### src/rtl/arty_input_debounce.sv
// Per-bit synchroniser, stability-counter debouncer and edge-pulse generator for Arty buttons/switches.
// Optional sticky edge-pending bits and interrupt request are built when INPUT_DEBOUNCE_IRQ_EN is defined.
module arty_input_debounce #(
  parameter int Width          = 4,
  parameter int SyncStages     = 2,
  parameter int DebounceCycles = 20000
) (
  input  logic             clk,
  input  logic             reset_n,
  input  logic [Width-1:0] raw_i,
  output logic [Width-1:0] stable_o,
  output logic [Width-1:0] rise_o,
  output logic [Width-1:0] fall_o,
  input  logic [Width-1:0] clr_i,
  output logic [Width-1:0] pend_o,
  output logic             irq_o
);

  localparam int              CntW    = $clog2(DebounceCycles + 1);
  localparam logic [CntW-1:0] CntTerm = CntW'(DebounceCycles - 1);

  logic [SyncStages-1:0][Width-1:0] sync_d, sync_q;
  logic [Width-1:0][CntW-1:0]       cnt_d, cnt_q;
  logic [Width-1:0]                 stable_d, stable_q;
  logic [Width-1:0]                 rise_d, rise_q;
  logic [Width-1:0]                 fall_d, fall_q;
  logic [Width-1:0]                 sync_s;

  // Plain shift chain: stage 0 captures the pad, the last stage is the synchronised level.
  always_comb begin
    sync_d    = sync_q;
    sync_d[0] = raw_i;
    for (int k = 1; k < SyncStages; k++) begin
      sync_d[k] = sync_q[k-1];
    end
  end

  assign sync_s = sync_q[SyncStages-1];

  // Terminal compare comes before the increment so the counter never wraps.
  always_comb begin
    cnt_d    = cnt_q;
    stable_d = stable_q;
    rise_d   = '0;
    fall_d   = '0;
    for (int i = 0; i < Width; i++) begin
      if (sync_s[i] == stable_q[i]) begin
        cnt_d[i] = '0;
      end else if (cnt_q[i] == CntTerm) begin
        cnt_d[i]    = '0;
        stable_d[i] = sync_s[i];
        rise_d[i]   = sync_s[i];
        fall_d[i]   = ~sync_s[i];
      end else begin
        cnt_d[i] = cnt_q[i] + CntW'(1);
      end
    end
  end

  // Synchroniser, counters, debounced level and edge pulses.
  always_ff @(posedge clk or negedge reset_n) begin
    if (!reset_n) begin
      sync_q   <= '0;
      cnt_q    <= '0;
      stable_q <= '0;
      rise_q   <= '0;
      fall_q   <= '0;
    end else begin
      sync_q   <= sync_d;
      cnt_q    <= cnt_d;
      stable_q <= stable_d;
      rise_q   <= rise_d;
      fall_q   <= fall_d;
    end
  end

  assign stable_o = stable_q;
  assign rise_o   = rise_q;
  assign fall_o   = fall_q;

`ifdef INPUT_DEBOUNCE_IRQ_EN
  logic [Width-1:0] pend_d, pend_q;

  // A new edge outranks a simultaneous clear so no edge is ever lost.
  always_comb begin
    pend_d = (pend_q & ~clr_i) | rise_q | fall_q;
  end

  // Sticky pending bits.
  always_ff @(posedge clk or negedge reset_n) begin
    if (!reset_n) begin
      pend_q <= '0;
    end else begin
      pend_q <= pend_d;
    end
  end

  assign pend_o = pend_q;
  assign irq_o  = |pend_q;
`else
  logic unused_clr_s;

  assign unused_clr_s = ^clr_i;
  assign pend_o       = '0;
  assign irq_o        = 1'b0;
`endif

endmodule

### config.mk
export PLATFORM = sky130hd
export DESIGN_NAME = arty_input_debounce
export DESIGN_NICKNAME = d
export VERILOG_FILES = /design/src/rtl/arty_input_debounce.sv
export SDC_FILE = /design/constraint.sdc
export NUM_CORES = 1
export LEC_CHECK = 0
export CAP_MARGIN = 10
export CORE_AREA = 2 2 74 93
export DETAILED_ROUTE_END_ITERATION = 8
export DIE_AREA = 0 0 76 95
export PLACE_DENSITY = 0.78
export SKIP_CTS_REPAIR_TIMING = 1
export SLEW_MARGIN = 10
export SYNTH_ARGS = -nofsm -noshare
export SYNTH_HDL_FRONTEND = slang
export SYNTH_SLANG_ARGS = --single-unit
### constraint.sdc
create_clock -name clk -period 2.1 [get_ports clk]
set_input_delay 0.315 -clock clk [delete_from_list [all_inputs] [get_ports clk]]
set_output_delay 0.315 -clock clk [all_outputs]
set_load 0.03 [all_outputs]
### Word level (Yosys, flattened, before mapping)

Index checks and enable logic that the tools add are counted.
W data, S select, Z words.

* register bits after elaboration: 80
* latch bits: 0
* RAM bits: 0
* ROM bits: 0
* output and inout port bits: 17
* logic and storage cells: 60
* memories: 0

* add/subtract/negate cells: 4
* $mul: 0
* divide/modulo/power cells: 0
* magnitude comparators: 0
* equality and inequality tests: 8
* shifts and indexed selects: 0
* multiplexer cells: 24
* bitwise gates (word level): 8
* reduce and logical (&&, ||, !) cells: 4

Operators with widths (number)
* $mux W15: 8
* $add A15 B1 Y15 const B: 4
* $eq A15 B15 Y1 const B: 4
* $mux W1: 16
* $not A1 Y1: 8
* $reduce_and A2 Y1: 4
* $eq A1 B1 Y1: 4

### Logic depth before layout (Yosys ltp)

Gate-level depths: netlist (run 1).

* word-level depth: 3
* depth in mapped cells: 6
* depth with buffers taken out: 5

### Worst setup path after synthesis (run 1)

Ideal clock, no wire load.

* path kind: reg-to-reg
* start point: register cnt_q[42] (netlist bit)
* end point: register stable_q[2], in the netlist stable_o[2]
* library setup time: 125 ps
* arrival: 1752 ps
* data required time: 1975 ps
* path slack: 223 ps
* stages on the path, launching flop included: 4
* buffers on the path: 0
* clock period less this slack: 1877 ps
* path through: dfrtp_1 -> or4b_1 -> or4_4 -> mux2_4

* longest elaborated chain between the ends: 2

RTL lines
* start, declared: RTL line 23 `logic [Width-1:0][CntW-1:0] cnt_d, cnt_q;`
* start signal, assigned: RTL line 70 `cnt_q <= cnt_d;`
* $eq A15 B15 Y1: RTL line 49 `end else if (cnt_q[i] == CntTerm) begin`
* $reduce_and A2 Y1 (no line)
* end signal, assigned: RTL line 71 `stable_q <= stable_d;`
* end, declared: RTL line 24 `logic [Width-1:0] stable_d, stable_q;`

Every way passes these cells.
A chain may end at the register's enable or synchronous reset.

==> results summary, run 1 <==
The top-area cell type share of the netlist area came out at 0.5575. The number of global-route vias before repair came out at about 2300. The highest fanout seen on the critical path came out at 13. The worst hold path begins at sync_d[4].

The number of buffer cells added on primary ports came out at 17. The path type of the worst min-delay path is flop to flop. For this block, the initial DRC count from the detailed router was 104. The cell taking the most area after synthesis is sky130_fd_sc_hd__dfrtp_1. Across all register-to-register paths, the minimum setup slack is between 0.1 and 0.15 ns. The number of detailed-route iterations in the first pass came out at 4. By area the synthesized netlist is led by sky130_fd_sc_hd__dfrtp_1 56%, sky130_fd_sc_hd__xnor2_1 9.3%, sky130_fd_sc_hd__nor2_1 6.4%.

0 antenna diodes ended up in the layout. The vias after detailed routing is 2371. Counting instances in the post-synthesis netlist gives the leading cell types as 80 x sky130_fd_sc_hd__dfrtp_1, 61 x sky130_fd_sc_hd__nor2_1, 38 x sky130_fd_sc_hd__xnor2_1. The post-synthesis instance area is between 0.003 and 0.004 mm^2. The worst setup path is launched from a flop.

The kind of capture point of the worst setup path is a flop. The number of cells on the worst reg-to-reg path came out at 4. The most critical setup path has its startpoint at cnt_q[52]. The post-synthesis area per instance came out at about 11 um^2. Measured along the x axis, the die boundary spans around 76 um.

Compared with the post-synthesis result, the final layout area differs by 13.34%. The clock net sink count is 80. In this run the critical register-to-register path is captured at cnt_q[48]. The most critical setup path has its endpoint at cnt_q[48]. The number of max-capacitance violations reported came out at 0. The peak supply drop came out at around 0.00065 V. Clock-pin slew was measured on the worst setup and hold paths at about 0.080 ns. The total setup violations reported at the end of the flow is 0.

The number of non-filler instances in the completed layout is around 450. The H-tree was split into 3 levels. The clock latency on the worst-skew pair came out at approximately 0.35 ns. The proportion of layout cells with a drive suffix above 1 came out at 0.07357. The HPWL after detailed placement came out at slightly below 4000 um. The clock period minus final worst setup slack is 1.999 ns. The maximum buffer depth of the clock tree came out at 2. The number of placement rows is 33.

For this block, the routed nets add up to ~5700 um of wire. The share of async-settable or async-resettable flops after synthesis is 1.000. The die is approximately 95 um tall. At the end of routability-driven placement, the weighted congestion stood at 0.7886. The number of flip-flops and latches in the synthesized netlist came out at 80.

The floorplan step defined a die boundary enclosing roughly 0.0072 mm^2. The total global routing overflow came out at 0. The worst register-to-register path begins at cnt_q[52].

The remaining antenna violation count after routing came out at 0. The floorplan core area is about 0.0064 mm^2. The TritonCTS buffer count is 9. The initial standard-cell utilization of the core came out at 0.5611.

The sequential area share after synthesis came out at 0.5575. Including well taps, the total number of placed cells is roughly 440. The number of pins with negative max-slew slack in the final report came out at 0.

Setup repair after global routing left no endpoint under its margin. For this run, the leading register cell type out of synthesis is sky130_fd_sc_hd__dfrtp_1. The power density normalized to cell area is between 700 and 800 mW/mm^2. The worst setup path is of the flop to flop kind. The share of the clock period used by the worst path is 0.9521.

TritonCTS built the clock tree. The count of yosys warnings during synthesis came out at 0. For this design the top-level I/O count stands at 27. The initial antenna violation count came out at 0. The number of nets in the final layout came out at approximately 380. In the global route stage, overall resource usage came out at 0.1780.

The required time at the endpoint of the critical path came out at between 2 and 2.5 ns. The sum of negative setup slack came out at 0 ns. The post-synthesis cell type count is 31. The wire length per cell after detailed routing is approximately 13 um. The count of mapped cells out of synthesis is 335. The cell leakage power is 1.679 nW.

The achievable clock frequency is 0.5002 GHz. The number of enable flip-flop cells after synthesis is 0. The first global-routing pass estimated ~10000 um of wire. The detailed-route vias per instance is 5.222. The post-detailed-route DRC marker count is 0. The critical path arrival came out at around 2.2 ns. The final-report hold violation count is 0.

The run finished with clean final reports. Clock tree synthesis selected as its root buffer the cell sky130_fd_sc_hd__clkbuf_8. Between clock sinks in the finished design, the worst skew comes to 0.007398 ns. In the post-synthesis netlist, the cell with the most instances is sky130_fd_sc_hd__dfrtp_1. The pin count of the biggest net entering global routing is between 40 and 50.
## area by class of cell
cell class	instances	area (um^2)
clock buffer	13	148.9
tap	87	108.9
clock inverter	3	65.06
timing repair buffer	21	212.7
fill	524	2330
inverter	11	41.29
sequential	80	2002
multi-input combinational	239	1491
## flip-flops by register name, summed over array words and instances, names as in the netlist
name / count
rise_o: 4
sync_d: 4
sync_s: 4
cnt_q: 60
stable_o: 4
fall_o: 4
## through the flow
step                instance area [um^2]  hold WS (ns)  setup WS [ns]  total power, mW    util
global route                        4070        0.3581       0.003758            3.042  0.6360
detailed placement                  3846        0.3111         0.1063            1.741  0.6010
floorplan                           3606       0.01941         0.2232            1.691       -
global placement                    3846        0.3091         0.1296            1.737  0.6010
finish                              4070        0.3572         0.1007            2.927  0.6360
CTS                                 4060      -0.07469        0.08439            2.964  0.6344
## power by group
group / internal (mW) / switching, mW / leakage (nW)
combinational: 0.0392 / 0.0802 / 0.482
sequential: 1.57 / 0.0252 / 1.09
clock: 0.702 / 0.514 / 0.108
## kinds of logic (layout without fill, tap and decap cells)
kind of cell               after synthesis  in the layout  share of synthesized area
buffers and inverters                   20             48                    0.03136
DFF                                     80             80                     0.5575
muxes                                    4              4                    0.01463
adders and majority gates                4              4                    0.01394
xor gates and xnor gates                55             55                     0.1341
and+or+nand+nor                        169            169                     0.2446
AOI/OAI and AO/OA                        2              2                   0.002785
other                                    1              5                   0.001044
## layout by cell type (no fill, tap or decap), types with 4 or more instances in the layout
cell type and n:
sky130_fd_sc_hd__nand3_1 17, sky130_fd_sc_hd__nand4_1 15, sky130_fd_sc_hd__nand2_1 18, sky130_fd_sc_hd__dfrtp_1 80
sky130_fd_sc_hd__clkdlybuf4s50_1 16, sky130_fd_sc_hd__inv_1 11, sky130_fd_sc_hd__nor3b_1 8, sky130_fd_sc_hd__xnor2_1 38
sky130_fd_sc_hd__xor2_1 17, sky130_fd_sc_hd__clkbuf_8 10, sky130_fd_sc_hd__nor4_1 13, sky130_fd_sc_hd__nor2_1 61
sky130_fd_sc_hd__conb_1 5, sky130_fd_sc_hd__nor3_1 14, sky130_fd_sc_hd__and4_1 4, sky130_fd_sc_hd__or3_1 5
sky130_fd_sc_hd__ha_1 4
## metal layers
layer / up-vias / wire [um] / global-route usage
li1: 1187 / - / -
met1: 1140 / 2700 / 0.2194
met2: 34 / 2663 / 0.2946
met3: 10 / 204 / 0.04493
met4: 0 / 131 / 0.09091
met5: - / 0 / 0
## critical path, cell delays in order (launching register included)
cell and delay, ns:
sky130_fd_sc_hd__dfrtp_1 0.43, sky130_fd_sc_hd__or4b_1 0.52, sky130_fd_sc_hd__or4_4 0.59, sky130_fd_sc_hd__nand2b_2 0.25
sky130_fd_sc_hd__nor2_1 0.09
## worst min path at each step
stage / endpoint / cells past startpoint
after floorplan: cnt_q[0] / 0
after global placement: cnt_q[12] / 1
after detailed placement: cnt_q[13] / 1
after CTS: cnt_q[12] / 1
after global routing: sync_s[0] / 0
final: sync_s[0] / 0
(Power assumes the default switching activity.)
==> run 2: changes to the inputs <==
==> constraint.sdc (replaced) <==
create_clock -name clk -period 1.96 [get_ports clk]
set_input_delay 0.294 -clock clk [delete_from_list [all_inputs] [get_ports clk]]
set_output_delay 0.294 -clock clk [all_outputs]
set_load 0.03 [all_outputs]
==> results summary, run 2 (synthesized netlist as in run 1, its figures left out) <==
The flow ran to the end, and the final reports show no timing, DRC or antenna violations. The achievable clock frequency is 0.5273 GHz (+5.4%). The detailed-route vias per instance is 5.198 (-0.46%). The post-route standard cell area excluding fillers came to 0.004096 mm^2 (+0.65%). The peak supply drop is 0.0004528 V (-31%). The cell leakage power came out at 1.716 nW (+2.2%).

The share of the clock period used by the worst path is 0.9676 (+0.01554). The overall power of the completed layout was 2.820 mW (-3.6%). The number of global-route vias before repair is 2382 (+3.4%). Leaving out fill and tap cells, the most frequent cell in the layout is sky130_fd_sc_hd__dfrtp_1. The clock transition time at the flip-flop clock pins of the worst setup and hold paths came to 0.08 ns (about the same). The clock period minus final worst setup slack was 1.896 ns (-0.1028 ns).

The number of placement rows came out at 33 (unchanged). The number of pins with negative max-slew slack in the final report came to 0 (unchanged). The final-report hold violation count came to 0 (unchanged). The number of nets in the final layout was 387 (+2.9%). The CTS tree is built. The overall global routing resource usage came out at 0.1863 (+0.008313). The first-pass GRT wire length came out at 10540 um (+4.5%). The pin count of the biggest net entering global routing is 44 (unchanged). The worst hold path belongs to the class flop to flop. The register bank with the most flops is cnt_q.

The post-route core utilization is 0.6401 (+0.004105). The die area is 0.007220 mm^2 (unchanged). The required time at the endpoint of the critical path is 2.18 ns (-0.15 ns).

The diode insertion count for antenna repair is 0 (unchanged). The initial standard-cell utilization of the core is 0.5611 (unchanged). The remaining antenna violation count after routing is 0 (unchanged).

The wire length after detailed routing is 6056 um (+6.2%). The number of buffer cells added on primary ports came out at 17 (unchanged). Leaving out fill and tap cells, the most frequent cells in the layout are 80 x sky130_fd_sc_hd__dfrtp_1, 61 x sky130_fd_sc_hd__nor2_1, 38 x sky130_fd_sc_hd__xnor2_1. The power density normalized to cell area is 688.5 mW/mm^2 (-4.3%). The vias after detailed routing came out at 2412 (+1.7%).

The critical path arrival came out at 2.12 ns (-0.10 ns). The TritonCTS buffer count came out at 9 (unchanged). The critical path in this run is classified as flop to flop. The number of design-rule violations left by the first detailed-router iteration is 136 (+31%). The worst setup path is launched from a flop. The total I/O pin count was 27 (unchanged).

The largest clock skew in the final design is 0.006904 ns (-0.0004943 ns). The number of H-tree branching levels is 3 (unchanged). The total setup violations reported at the end of the flow came out at 0 (unchanged).

The die height was 95 um (unchanged). Setup repair after global routing left no endpoint under its margin. The root buffer cell chosen for the clock tree is sky130_fd_sc_hd__clkbuf_8.

The hold slack came out at 0.3501 ns (-0.007115 ns). The total global routing overflow is 0 (unchanged). The number of non-filler instances in the completed layout came out at 464 (+2.2%). The clock net sink count is 80 (unchanged). The die boundary width came to 76 um (unchanged). The routability-driven placement congestion ratio came to 0.7738 (-1.9%). The HPWL after detailed placement was 4184 um (+5.7%).

The highest fanout seen on the critical path came out at 4 (-9). The number of max-capacitance violations reported came out at 0 (unchanged). The clock latency on the worst-skew pair came out at 0.34 ns (about the same). The post-detailed-placement cell area is 0.003929 mm^2 (+2.1%). The wire length per cell after detailed routing came out at 13.05 um (+4.0%).

The number of flip-flops under the largest register name is 60 (unchanged). STA classifies the critical path endpoint as a flop. The maximum buffer depth of the clock tree came out at 2 (unchanged). The number of detailed-route iterations in the first pass came to 4 (unchanged).

The proportion of layout cells with a drive suffix above 1 came out at 0.09284 (+0.01927). The floorplan core area was 0.006400 mm^2 (unchanged). The initial antenna violation count came out at 0 (unchanged).

The cell count after placement came out at 448 (+2.5%). The post-detailed-route DRC marker count came out at 0 (unchanged). The layout-stage area growth over the synthesis result is 14.08%.
-- run 2: cell count changes in the layout (fill, tap and decap cells not counted), sizes merged --
cell / before / now
buf: 4 / 15
bufinv: 2 / 0
clkbuf: 13 / 14
-- run 2: per-stage QoR --
step	TNS, ns	worst slack (ns)
floorplan	0	0.08323
global placement	0	0.01234
detailed placement	-0.006319	-0.006319
CTS	-0.2076	-0.02667
global route	0	0.01918
finish	0	0.06352
-- run 2: final timing paths --
| path | start | endpoint | slack (ns) | cells past startpoint |
|---|---|---|---|---|
| hold / removal | sync_d[4] | sync_s[0] | 0.35 | 0 |
| hold reg to reg | sync_d[4] | sync_s[0] | 0.35 | 0 |
| min in group asynchronous | reset_n | cnt_q[7] | 0.45 | 2 |
| max in group asynchronous | reset_n | sync_s[0] | 0.91 | 3 |
| setup reg to reg | cnt_q[42] | stable_o[2] | 0.06 | 3 |
| setup / recovery | cnt_q[42] | stable_o[2] | 0.06 | 3 |
-- run 2: metal layers --
layer / vias up / global-route usage / routed length, um / share of wire
li1: 1201 / - / - / -
met1: 1171 / 0.2272 / 2756 / 0.46
met2: 32 / 0.3006 / 3012 / 0.50
met3: 8 / 0.05258 / 190 / 0.031
met4: 0 / 0.1076 / 97 / 0.016
met5: - / 0 / 0 / 0
-- run 2: layout make-up --
class                      count  area (um^2)
inverter                      11        41.29
timing repair buffer          32        295.3
clock inverter                 1        5.005
fill                         526         2303
clock buffer                  14        142.6
multi-input combinational    239         1501
tap                           87        108.9
sequential                    80         2002
-- run 2: worst max-delay path, stage by stage, from the launching register on --
cell	delay, ns
sky130_fd_sc_hd__dfrtp_1	0.38
sky130_fd_sc_hd__or4b_1	0.53
sky130_fd_sc_hd__or4_4	0.55
sky130_fd_sc_hd__mux2_4	0.32
-- run 2: power breakdown --
| part | leakage [nW] | total [mW] | internal, mW | switching [mW] |
|---|---|---|---|---|
| logic | 0.552 | 0.133 | 0.0466 | 0.0860 |
| clock network | 0.0745 | 0.983 | 0.454 | 0.528 |
| registers | 1.09 | 1.71 | 1.68 | 0.0269 |
==> patch 1: new RTL, settings of run 2 <==
Build with the macro `INPUT_DEBOUNCE_IRQ_EN` defined.
--- a/src/rtl/arty_input_debounce.sv
+++ b/src/rtl/arty_input_debounce.sv
@@ -1,5 +1,7 @@
 // Per-bit synchroniser, stability-counter debouncer and edge-pulse generator for Arty buttons/switches.
 // Optional sticky edge-pending bits and interrupt request are built when INPUT_DEBOUNCE_IRQ_EN is defined.
+`define INPUT_DEBOUNCE_IRQ_EN
+
 module arty_input_debounce #(
   parameter int Width          = 4,
   parameter int SyncStages     = 2,
Behaviour: same outputs for any inputs over 10 cycles, from zero or initial values and one cycle with reset_n low; that may be too few to reach the edited logic, so the function may still have changed.
==> patch 1 against run 2 <==
Total power increased by 11%. Synthesized area increased by 6.3%. Design area increased by 5.3%. Die area unchanged. Routed wire length increased by 7.4%. Sequential cell count increased by 4. Worst setup slack improved by 0.055 ns. Largest cell class unchanged. Largest power group unchanged.
==> patch 1: results (changes against run 2) <==
outcome finished clean; Post-synth ARST share 1.00 (unchanged); Largest register FFs 60 (unchanged); Hold Crit Class reg2reg; share of Yosys cell area claimed by the top area cell type 0.550 (-0.00703); Required @ worst endpoint 1.67 ns (-0.51 ns); ys flop type dfrtp_1; largest net degree at the start of global routing 59 (+34%); PortBufs 26 (+9); first-pass GRT wire length 11.4 mm (+8.3%); syn_nets 347; met2 Resource Use GR 0.336 (+0.0357); Sw Pwr 0.733 mW (+14%); Max FO, Critical Path 2 (-2); drt first-iter violations 135 (-0.74%); skew final 0.0107 ns (+0.00375 ns); end point of the critical path irq_o; Worst path max stage delay 0.60 ns (+0.05 ns); r2r startpoint cnt_q[0]; CTS buffer count 9 (unchanged); flop2flop setup slack 0.34 ns (+0.28 ns); Met3 Wirelength 187 um (-1.6%); CP top delay family buffers and inverters; Seq/Total Area, Yosys 0.550 (-0.00703); pwr dens 727 nW/um^2 (+5.6%); P_leak 1.90 nW (+11%); top routing layer used met4; crit path launch pend_o[0]; met1 Track Usage GR 0.262 (+0.0344); DR pass1 iterations 4 (unchanged); worst r2r path cells 5 (+2); DRT Wirelength 6.51 mm (+7.4%); initial antenna violation count 0 (unchanged); Reg clk slew, reported paths 0.08 ns (about the same); share of layout cells above drive strength 1 0.0959 (+0.00305); Hold Path Sink sync_s[0]; hold slack final 0.356 ns (+0.00619 ns); Largest Register cnt_q; Routed met1 length 3.02 mm (+9.5%); Distinct cells, synth 25 (-19%); top cells by count, synth dfrtp_1, nor2_1, xor2_1; GP Congestion 0.731 (-5.6%); worst min-delay path startpoint sync_d[4]; vias in the first global route 2,474 (+3.9%); met3 Use GR 0.0402 (-0.0124); vias 2,439 (+1.1%); Ant. Diodes 0 (unchanged); All-Layer GR Usage 0.202 (+0.0153); detailed placement HPWL 4.37 mm (+4.5%); CTS H-Tree Depth 3 (unchanged); synth warn 0 (unchanged); worst skew pair latency 0.35 ns; WL met2 3.19 mm (+5.8%); Clock Tree Buf Depth 2 (unchanged); Critical R2R Capture cnt_q[7]; Synth area leaders dfrtp_1, xor2_1, nor2_1, and4_1, nand4_1; maximum vdd drop 539 uV (+19%); nets 374 (-3.4%); Slowest cell on crit path clkdlybuf4s50_1
-- patch 1: changes by cell type after synthesis, sizes merged, moves of 12 or more --
cell | run 2 | this run
and4 | 4 | 16
xnor2 | 38 | 8
nor4 | 13 | 0
xor2 | 17 | 48
-- patch 1: power by group through the flow --
| stage | clock [mW] | sequential, mW | combinational, mW |
|---|---|---|---|
| 2_1_floorplan | 0 | 1.81 | 0.0616 |
| 3_3_place_gp | 0 | 1.82 | 0.118 |
| 3_5_place_dp | 0 | 1.82 | 0.120 |
| 4_1_cts | 1.27 | 1.79 | 0.121 |
| 5_1_grt | 1.35 | 1.79 | 0.138 |
| 6_report | 1.23 | 1.79 | 0.118 |
-- patch 1: area by class of cell --
cell class              instances  area (um^2)
clock buffers                   9          124
clock inverters                 7         75.1
fillers                       476         2080
inverters                       8         30.0
multi-input cells             229         1590
flip-flops and latches         84         2100
well taps                      87          109
repair buffers                 28          288
-- patch 1: per-stage QoR --
| stage | instances | area (um^2) | setup WS [ns] | util | total power, mW |
|---|---|---|---|---|---|
| 6_report | 452 | 4320 | 0.118 | 0.674 | 3.14 |
| 3_3_place_gp | 435 | 4110 | 0.356 | 0.642 | 1.93 |
| 4_1_cts | 451 | 4310 | 0.115 | 0.673 | 3.17 |
| 2_1_floorplan | 333 | 3820 | 0.484 | - | 1.88 |
| 3_5_place_dp | 435 | 4110 | 0.348 | 0.642 | 1.94 |
| 5_1_grt | 452 | 4320 | 0.0403 | 0.674 | 3.28 |
-- patch 1: cells by family after synthesis --
family,count (synthesis),share of synthesized area
AO/OA/AOI/OAI,4,0.00524
XOR/XNOR,56,0.128
multiplexers,4,0.0157
buffers and inverters,20,0.0337
flip-flops,84,0.550
adder cells (fa/ha/maj),4,0.0131
AND/OR/NAND/NOR,161,0.253
==> patch 2: new RTL, config.mk and constraints of run 2 <==
Without the edit above. Register the input `raw_i` before use. The logic sees it one clock later. The other inputs are not delayed to match.
--- a/src/rtl/arty_input_debounce.sv
+++ b/src/rtl/arty_input_debounce.sv
@@ -19,6 +19,12 @@
   localparam int              CntW    = $clog2(DebounceCycles + 1);
   localparam logic [CntW-1:0] CntTerm = CntW'(DebounceCycles - 1);
 
+  logic [Width-1:0] raw_q;
+
+  always_ff @(posedge clk) begin
+    raw_q <= raw_i;
+  end
+
   logic [SyncStages-1:0][Width-1:0] sync_d, sync_q;
   logic [Width-1:0][CntW-1:0]       cnt_d, cnt_q;
   logic [Width-1:0]                 stable_d, stable_q;
@@ -29,7 +35,7 @@
   // Plain shift chain: stage 0 captures the pad, the last stage is the synchronised level.
   always_comb begin
     sync_d    = sync_q;
-    sync_d[0] = raw_i;
+    sync_d[0] = raw_q;
     for (int k = 1; k < SyncStages; k++) begin
       sync_d[k] = sync_q[k-1];
     end
Behaviour: no difference found for any inputs over 10 cycles, from zero or initial values and one cycle with reset_n low; that may be too few to reach the edited logic, so the function may still have changed.
==> patch 2 against run 2 <==
Routed wire length decreased by 1.3%. Synthesized area grew 2.2%. Design area grew 4.4%. Highest routed layer unchanged. Synthesized cell count rose by 1.2%. Total power is 24% higher. Worst setup slack improved by 0.0097 ns. Global-route usage is 0.17 points lower. Critical path type unchanged. Sequential share of layout area down 0.19 points. Sequential power is 5% higher. Sequential cell count grew 4. Die area is the same.
==> patch 2: results (changes against run 2) <==
drt first-iter violations 87 (-36%); Routed met1 length 2.63 mm (-4.7%); Seq/Total Area, Yosys 0.567 (+0.00965); All-Layer GR Usage 0.185 (-0.00166); GR peak layer met2; largest net degree at the start of global routing 32 (-27%); Post-synth ARST share 0.952 (-0.0476); worst skew pair latency 0.35 ns; DR pass1 iterations 4 (unchanged); GP Congestion 0.832 (+7.5%); flop2flop setup slack 0.07 ns; vias 2,441 (+1.2%); share of layout cells above drive strength 1 0.103 (+0.00979); outcome finished clean; Syn Inst Count 339 (+1.2%); skew final 0.00389 ns (-0.00301 ns); Distinct cells, synth 32 (+3.2%); P_leak 1.80 nW (+4.7%); met3 Use GR 0.0449 (-0.00765); Met3 Wirelength 196 um (+3.2%); met1 Track Usage GR 0.219 (-0.00871); first-pass GRT wire length 10.4 mm (-0.99%); WL met2 3.01 mm (-0.13%); Synth area leaders dfrtp_1, xnor2_1, nor2_1, xor2_1, nand4_1; Worst Path Arrival 2.13 ns; DRT Wirelength 5.98 mm (-1.3%); maximum vdd drop 737 uV (+63%); DP Area 3990 um^2 (+1.7%); nets 389 (+0.52%); worst min-delay path startpoint raw_q[3]; detailed placement HPWL 4.10 mm (-2.0%); met2 Resource Use GR 0.320 (+0.0193); Cells after DPL 450 (+0.45%); Via density 5.23 (+0.55%)
==> patch 2: changes by cell type after synthesis, sizes merged <==
cell	delta
dfxtp	+4
==> patch 2: worst min-delay path by stage <==
stage	end	slack, ns	cells after the start
2_1_floorplan	cnt_q[0]	-0.002	0
3_3_place_gp	cnt_q[28]	0.25	1
3_5_place_dp	cnt_q[27]	0.25	1
6_report	sync_d[7]	0.33	0
5_1_grt	sync_d[7]	0.34	0
4_1_cts	cnt_q[27]	-0.13	1
==> patch 2: worst max-delay path, stage by stage (launching register included) <==
cell,delay [ns]
dfrtp_1,0.39
or4b_1,0.53
or4_4,0.55
mux2_4,0.31
==> patch 2: area by class of cell <==
cell class                      count  area, um^2
Fill cell                         490        2120
Inverter                           11        41.3
Timing Repair Buffer               30         280
Tap cell                           87         109
Clock buffer                        9         124
Clock inverter                      7         139
Sequential cell                    84        2080
Multi-Input combinational cell    239        1500
==> patch 2: where the power goes <==
group	internal, mW	switching (mW)
clock network	0.972	0.605
logic	0.0455	0.0855
registers	1.76	0.0287
total	2.78	0.719
==> patch 2: stage by stage <==
stage | setup slack, ns | power [mW] | hold WS, ns | setup TNS [ns]
after floorplan | 0.0832 | 1.90 | -0.00159 | 0
after global routing | 0.0119 | 3.63 | 0.337 | 0
after global placement | 0.0281 | 1.95 | 0.249 | 0
final | 0.0732 | 3.50 | 0.329 | 0
after detailed placement | 0.00524 | 1.96 | 0.254 | 0
after CTS | -0.0147 | 3.54 | -0.134 | -0.0881
==> patch 2: cells by family after synthesis <==
logic type,count (synthesis),share of synthesized area
AO/OA/AOI/OAI,2,0.00272
adder cells (fa/ha/maj),4,0.0136
XOR/XNOR,55,0.131
multiplexers,4,0.0143
buffers and inverters,20,0.0307
flip-flops,84,0.567
AND/OR/NAND/NOR,169,0.239
other,1,0.00102
